### src/rtl/cv32e40px_mult_issue.sv
// ---------------------------------------------------------------------------
// cv32e40px_mult_issue
//
// Issue/retire stage in front of cv32e40px_mult. One MUL request from ID is
// registered here and held stable for the whole multiplier operation. The
// multi-cycle MULH sequence is included. The multiplier result is captured
// and offered to writeback with a valid/ready handshake.
//
// A flush cannot abort the MULH sequence inside the multiplier. A flushed
// in-flight op is therefore drained: the stage waits for mult_ready_i and
// then drops the result.
//
// Operator encoding (mul_opcode_e):
//   MAC32=000 MSU32=001 I=010 IR=011 DOT8=100 DOT16=101 H=110
//
// Optional feature macro: MULT_ISSUE_PERF_EN
//   This macro enables the saturating perf counters perf_ops_o and
//   perf_stall_o. When the macro is not defined, both outputs are tied to 0.
//
// Ports
//   clk, rst              clock, synchronous active-high reset
//   valid_i / ready_o     request handshake from ID
//   operator_i, short_signed_i, short_subword_i, imm_i, op_a/b/c_i
//                         request fields
//   flush_i               kill the op held in the stage
//   mult_*_o              registered request driven to the multiplier
//   mult_ready_i, mult_result_i   multiplier ready_o / result_o
//   mult_ex_ready_o       multiplier ex_ready_i
//   result_valid_o, result_o, result_ready_i   writeback handshake
//   perf_ops_o, perf_stall_o      retired ops / stalled request cycles
//
// The multiplier's rst_n must come from the same reset as rst.
// ---------------------------------------------------------------------------
module cv32e40px_mult_issue #(
    parameter int CNT_WIDTH = 32
) (
    input  logic                 clk,
    input  logic                 rst,
    input  logic                 valid_i,
    output logic                 ready_o,
    input  logic [2:0]           operator_i,
    input  logic [1:0]           short_signed_i,
    input  logic                 short_subword_i,
    input  logic [4:0]           imm_i,
    input  logic [31:0]          op_a_i,
    input  logic [31:0]          op_b_i,
    input  logic [31:0]          op_c_i,
    input  logic                 flush_i,
    output logic                 mult_enable_o,
    output logic [2:0]           mult_operator_o,
    output logic [1:0]           mult_short_signed_o,
    output logic                 mult_short_subword_o,
    output logic [4:0]           mult_imm_o,
    output logic [31:0]          mult_op_a_o,
    output logic [31:0]          mult_op_b_o,
    output logic [31:0]          mult_op_c_o,
    input  logic                 mult_ready_i,
    input  logic [31:0]          mult_result_i,
    output logic                 mult_ex_ready_o,
    output logic                 result_valid_o,
    output logic [31:0]          result_o,
    input  logic                 result_ready_i,
    output logic [CNT_WIDTH-1:0] perf_ops_o,
    output logic [CNT_WIDTH-1:0] perf_stall_o
);

    typedef enum logic [1:0] {
        S_IDLE = 2'd0,
        S_EXEC = 2'd1,
        S_RESP = 2'd2
    } state_e;

    state_e      r_state;
    logic        r_kill;
    logic        r_mult_en;
    logic        r_res_vld;
    logic [2:0]  r_operator;
    logic [1:0]  r_short_signed;
    logic        r_short_subword;
    logic [4:0]  r_imm;
    logic [31:0] r_op_a;
    logic [31:0] r_op_b;
    logic [31:0] r_op_c;
    logic [31:0] r_result;

    logic w_retire;
    logic w_ready;
    logic w_accept;

    // A flush in RESP takes priority over the writeback handshake.
    // Nothing retires in that cycle, and no new request is accepted.
    assign w_retire = (r_state == S_RESP) & result_ready_i & ~flush_i;
    assign w_ready  = (r_state == S_IDLE) | w_retire;
    assign w_accept = valid_i & w_ready;

    always_ff @(posedge clk) begin
        if (rst) begin
            r_state         <= S_IDLE;
            r_kill          <= 1'b0;
            r_mult_en       <= 1'b0;
            r_res_vld       <= 1'b0;
            r_operator      <= '0;
            r_short_signed  <= '0;
            r_short_subword <= 1'b0;
            r_imm           <= '0;
            r_op_a          <= '0;
            r_op_b          <= '0;
            r_op_c          <= '0;
            r_result        <= '0;
        end else begin
            // Accept can only occur in IDLE or on a retire.
            // In both cases the old fields are no longer needed.
            if (w_accept) begin
                r_operator      <= operator_i;
                r_short_signed  <= short_signed_i;
                r_short_subword <= short_subword_i;
                r_imm           <= imm_i;
                r_op_a          <= op_a_i;
                r_op_b          <= op_b_i;
                r_op_c          <= op_c_i;
            end

            case (r_state)
                S_IDLE: begin
                    if (w_accept) begin
                        r_state   <= S_EXEC;
                        r_mult_en <= 1'b1;
                    end
                end

                S_EXEC: begin
                    if (mult_ready_i) begin
                        r_mult_en <= 1'b0;
                        r_kill    <= 1'b0;
                        // A flush that arrives on the completing cycle
                        // also discards the result.
                        if (r_kill | flush_i) begin
                            r_state <= S_IDLE;
                        end else begin
                            r_result  <= mult_result_i;
                            r_res_vld <= 1'b1;
                            r_state   <= S_RESP;
                        end
                    end else if (flush_i) begin
                        r_kill <= 1'b1;
                    end
                end

                S_RESP: begin
                    if (flush_i) begin
                        r_res_vld <= 1'b0;
                        r_state   <= S_IDLE;
                    end else if (result_ready_i) begin
                        r_res_vld <= 1'b0;
                        if (w_accept) begin
                            r_state   <= S_EXEC;
                            r_mult_en <= 1'b1;
                        end else begin
                            r_state <= S_IDLE;
                        end
                    end
                end

                default: begin
                    r_state   <= S_IDLE;
                    r_mult_en <= 1'b0;
                    r_res_vld <= 1'b0;
                    r_kill    <= 1'b0;
                end
            endcase
        end
    end

    assign ready_o              = w_ready;
    assign mult_enable_o        = r_mult_en;
    assign mult_operator_o      = r_operator;
    assign mult_short_signed_o  = r_short_signed;
    assign mult_short_subword_o = r_short_subword;
    assign mult_imm_o           = r_imm;
    assign mult_op_a_o          = r_op_a;
    assign mult_op_b_o          = r_op_b;
    assign mult_op_c_o          = r_op_c;
    // The multiplier uses ex_ready_i to leave FINISH.
    // The ready is returned only while this stage is waiting on it.
    assign mult_ex_ready_o      = (r_state == S_EXEC) & mult_ready_i;
    assign result_valid_o       = r_res_vld;
    assign result_o             = r_result;

`ifdef MULT_ISSUE_PERF_EN
    logic [CNT_WIDTH-1:0] r_perf_ops;
    logic [CNT_WIDTH-1:0] r_perf_stall;

    always_ff @(posedge clk) begin
        if (rst) begin
            r_perf_ops   <= '0;
            r_perf_stall <= '0;
        end else begin
            if (w_retire && (r_perf_ops != {CNT_WIDTH{1'b1}}))
                r_perf_ops <= r_perf_ops + 1'b1;
            if (valid_i && !w_ready && (r_perf_stall != {CNT_WIDTH{1'b1}}))
                r_perf_stall <= r_perf_stall + 1'b1;
        end
    end

    assign perf_ops_o   = r_perf_ops;
    assign perf_stall_o = r_perf_stall;
`else
    assign perf_ops_o   = '0;
    assign perf_stall_o = '0;
`endif

endmodule

### config.mk
export PLATFORM = sky130hd
export DESIGN_NAME = cv32e40px_mult_issue
export DESIGN_NICKNAME = d
export VERILOG_FILES = /design/src/rtl/cv32e40px_mult_issue.sv
export SDC_FILE = /design/constraint.sdc
export NUM_CORES = 1
export LEC_CHECK = 0
export ABC_AREA = 1
export BUFFER_PORTS_ARGS = -buffer_cell sky130_fd_sc_hd__buf_2
export CORE_ASPECT_RATIO = 0.75
export CORE_MARGIN = 10
export CORE_UTILIZATION = 47
export DETAILED_ROUTE_END_ITERATION = 8
export PLACE_DENSITY = 0.93
export REMOVE_ABC_BUFFERS = 1
export SLEW_MARGIN = 10
export SYNTH_ARGS = -nofsm -noshare
export SYNTH_HDL_FRONTEND = slang
export SYNTH_SLANG_ARGS = --single-unit
export TNS_END_PERCENT = 100
### constraint.sdc
create_clock -name clk -period 1.4 [get_ports clk]
set_input_delay 0.07 -clock clk [delete_from_list [all_inputs] [get_ports clk]]
set_output_delay 0.07 -clock clk [all_outputs]
set_load 0.005 [all_outputs]
==> qor.yml <==
worst_setup_path:
  cp.required_ns: 1.71
  crit_slowest_cell: "dfxtp_2"
  rrSetupSlack_ns: 0.01
  r2r_cells: 7
  r2r-start: "r_state[0]"
  worstSetupPathType: "reg2reg"
  cp-end-kind: "flip-flop"
  cp.arrival_ns: 1.69
  crit_end: "mult_op_b_o[4]"
  cp-startpoint: "r_state[0]"
  cp_max_fo: 28
  timing.rr.end: "mult_op_b_o[4]"
  max_stage_delay_ns: 0.33
  path_cells: "inv_4 > buf_12 > buf_4 > buf_6 > nand4_1 > nand2_1 > nor2_1"
  worstSetupStartpointType: "flip-flop"
cells_and_area:
  final_common_cell: "inv_1"
  final_cell_count_no_fill: 1755
  fillers: 1078
  area_delta_synth_final_pct: 46.9
  fin_util_pct: 70.5
  final_area_um2: 10700
  drive_gt1_share_pct: 23.9
  mostFrequentLayoutCells: "inv_1 (321), buf_2 (285), nand2_1 (221)"
  final_nets: 1677
die:
  die_x_um: 164
  io-pin-count: 352
  die_h_um: 128
  core_um2: 15200
  initial_core_util_pct: 48.0
  die-area_um2: 21000
  fp-row-count: 39
placed_design:
  portBuffers: 287
  pre_cts_ws_ns: 0.000507
  dpl_cell_area_um2: 8820
  dp.cells: 1601
  hpwl_um: 16300
  routabilityCongestion: 0.814
logic_synthesis:
  synth_mux_area_share_pct: 0
  synth_top_family_by_area: "simple AND/OR/NAND/NOR gates"
  yosysSeqAreaShare_pct: 39.4
  async_reset_ff_share_pct: 0
  yosys.area_share.simple_pct: 30.3
  ys_ff_latch: 144
  synth-warning-count: 0
  synth_compound_area_share_pct: 2.60
  synth_cell_types: 18
  synth_xor_area_share_pct: 0
  synth-main-ff-cell: "dfxtp_1"
  synthAdderAreaFrac_pct: 0
  synthCells: 1157
  synth.cell_area_um2: 7310
  syn_avg_cell_area_um2: 6.32
  synth_edf_count: 0
sta:
  setup_viol_count_final: 0
  hold_ws_ns: 0.0144
  finClkSkew_ns: 0.0143
  hold_viol: 0
  slew_viol_final: 0
  setup_slack_ns: 0.0119
  finalCritPeriodShare_pct: 99.1
  fmax_mhz: 720
  tns_ns: 0
  fin_crit_ns: 1.39
grt:
  grt.total_usage_pct: 24.0
  grt_pass1_wl_um: 41000
  gr-total-overflow: 0
  grt_start_max_net_pins: 48
  antenna_found_initial: 4
  grt_pass1_vias: 7953
clock_network:
  root_buffer: "clkbuf_16"
  clockBufferDepth: 2
  cts_tree: "yes"
  clk_latency_ns: 0.41
  htree_levels: 4
  clk_pin_slew_ns: 0.07
  cts_buffers: 17
  cts_sinks: 144
power_and_ir_drop:
  ir_drop_uv: 1090
  p_leak_nw: 6.46
  fin_total_pwr_mw: 11.8
  powerDensity_nw_per_um2: 1100
drt:
  route.detailed.drc: 0
  postRouteAntennaNets: 0
  wirelength_um: 27700
  viasPerCell: 4.74
  routedWlPerCell_um: 15.8
  drtIter0Drc: 818
  num_vias: 8318
  drt_pass1_iterations: 7
run:
  cap_violations: 0
hold_path:
  holdPathStages: 5
  hold_path.class: "in2reg"
outcome:
  status: "finished, final reports clean"
what timing repair did:
item                       CTS  global route
setup endpoints to repair    1            85
hold endpoints to repair   106             0
buffers inserted             0             9
hold buffers               104             0
cloned                       0             5
gates resized for setup      1            12
pin swaps                    0             3
final cells by class:
class / count / area [um^2] / share of cell area (%)
Sequential cell: 144 / 2890 / 26.9
Timing Repair Buffer: 425 / 3040 / 28.3
Inverter: 330 / 1250 / 11.6
Antenna cell: 5 / 12.5 / 0.117
Tap cell: 205 / 256 / 2.39
Clock buffer: 20 / 447 / 4.16
Clock inverter: 12 / 180 / 1.68
Multi-Input combinational cell: 614 / 2670 / 24.9
sequential cells by signal, summed over array words and instances (netlist names):
| signal | count |
|---|---|
| mult_op_b_o | 32 |
| mult_operator_o | 3 |
| mult_imm_o | 5 |
| mult_enable_o | 1 |
| mult_op_c_o | 32 |
| mult_short_signed_o | 2 |
| r_kill | 1 |
| mult_op_a_o | 32 |
| result_valid_o | 1 |
| mult_short_subword_o | 1 |
| result_o | 32 |
| r_state | 2 |
cell usage after synthesis (2+ instances only):
| library cell | count | area (um^2) |
|---|---|---|
| o21ai_0 | 33 | 165 |
| buf_2 | 25 | 125 |
| inv_2 | 8 | 30.0 |
| nor2_1 | 177 | 664 |
| inv_1 | 322 | 1210 |
| nand3_1 | 4 | 20.0 |
| nand4_1 | 107 | 669 |
| dfxtp_1 | 144 | 2880 |
| nand2_1 | 221 | 830 |
| a21oi_1 | 5 | 25.0 |
| buf_6 | 2 | 22.5 |
| buf_4 | 64 | 480 |
| buf_1 | 10 | 37.5 |
| clkbuf_1 | 31 | 116 |
cells by family (layout without fill, tap and decap cells):
logic type             Yosys count  after routing
DFF                            144            144
AOI/OAI and AO/OA               38             38
other                            1             69
and+or+nand+nor                512            512
buffers and inverters          462            787
worst max-delay path: cells and delay by family (launching register included):
family | cells | cell delay [ns]
simple gates | 3 | 0.38
buf+inv | 4 | 0.57
flops | 1 | 0.33
metal layers:
metal	global-route usage [%]	share of wire (%)	wire length, um	vias to the layer above
met2	42.2	51	14100	542
li1	-	-	-	3989
met4	10.5	3.5	975	0
met1	26.4	35	9790	3703
met3	7.03	10	2850	84
met5	0	0	0	-
worst min-delay path by stage:
| stage | from | endpoint | slack [ns] |
|---|---|---|---|
| global placement | rst | r_state[0] | 0.32 |
| global route | op_c_i[30] | mult_op_c_o[30] | 0.03 |
| finish | op_a_i[21] | mult_op_a_o[21] | 0.01 |
| floorplan | rst | r_state[0] | 0.14 |
| detailed placement | rst | r_state[1] | 0.33 |
| CTS | op_b_i[27] | mult_op_b_o[27] | 0.0004 |
report_power, final:
group	switching, mW	internal [mW]	total, mW	leakage [nW]
Combinational	1.29	1.09	2.38	4.97
Clock	1.80	3.05	4.85	0.301
Sequential	0.173	4.41	4.59	1.19
Note: power is estimated with default switching activity, not from simulation.
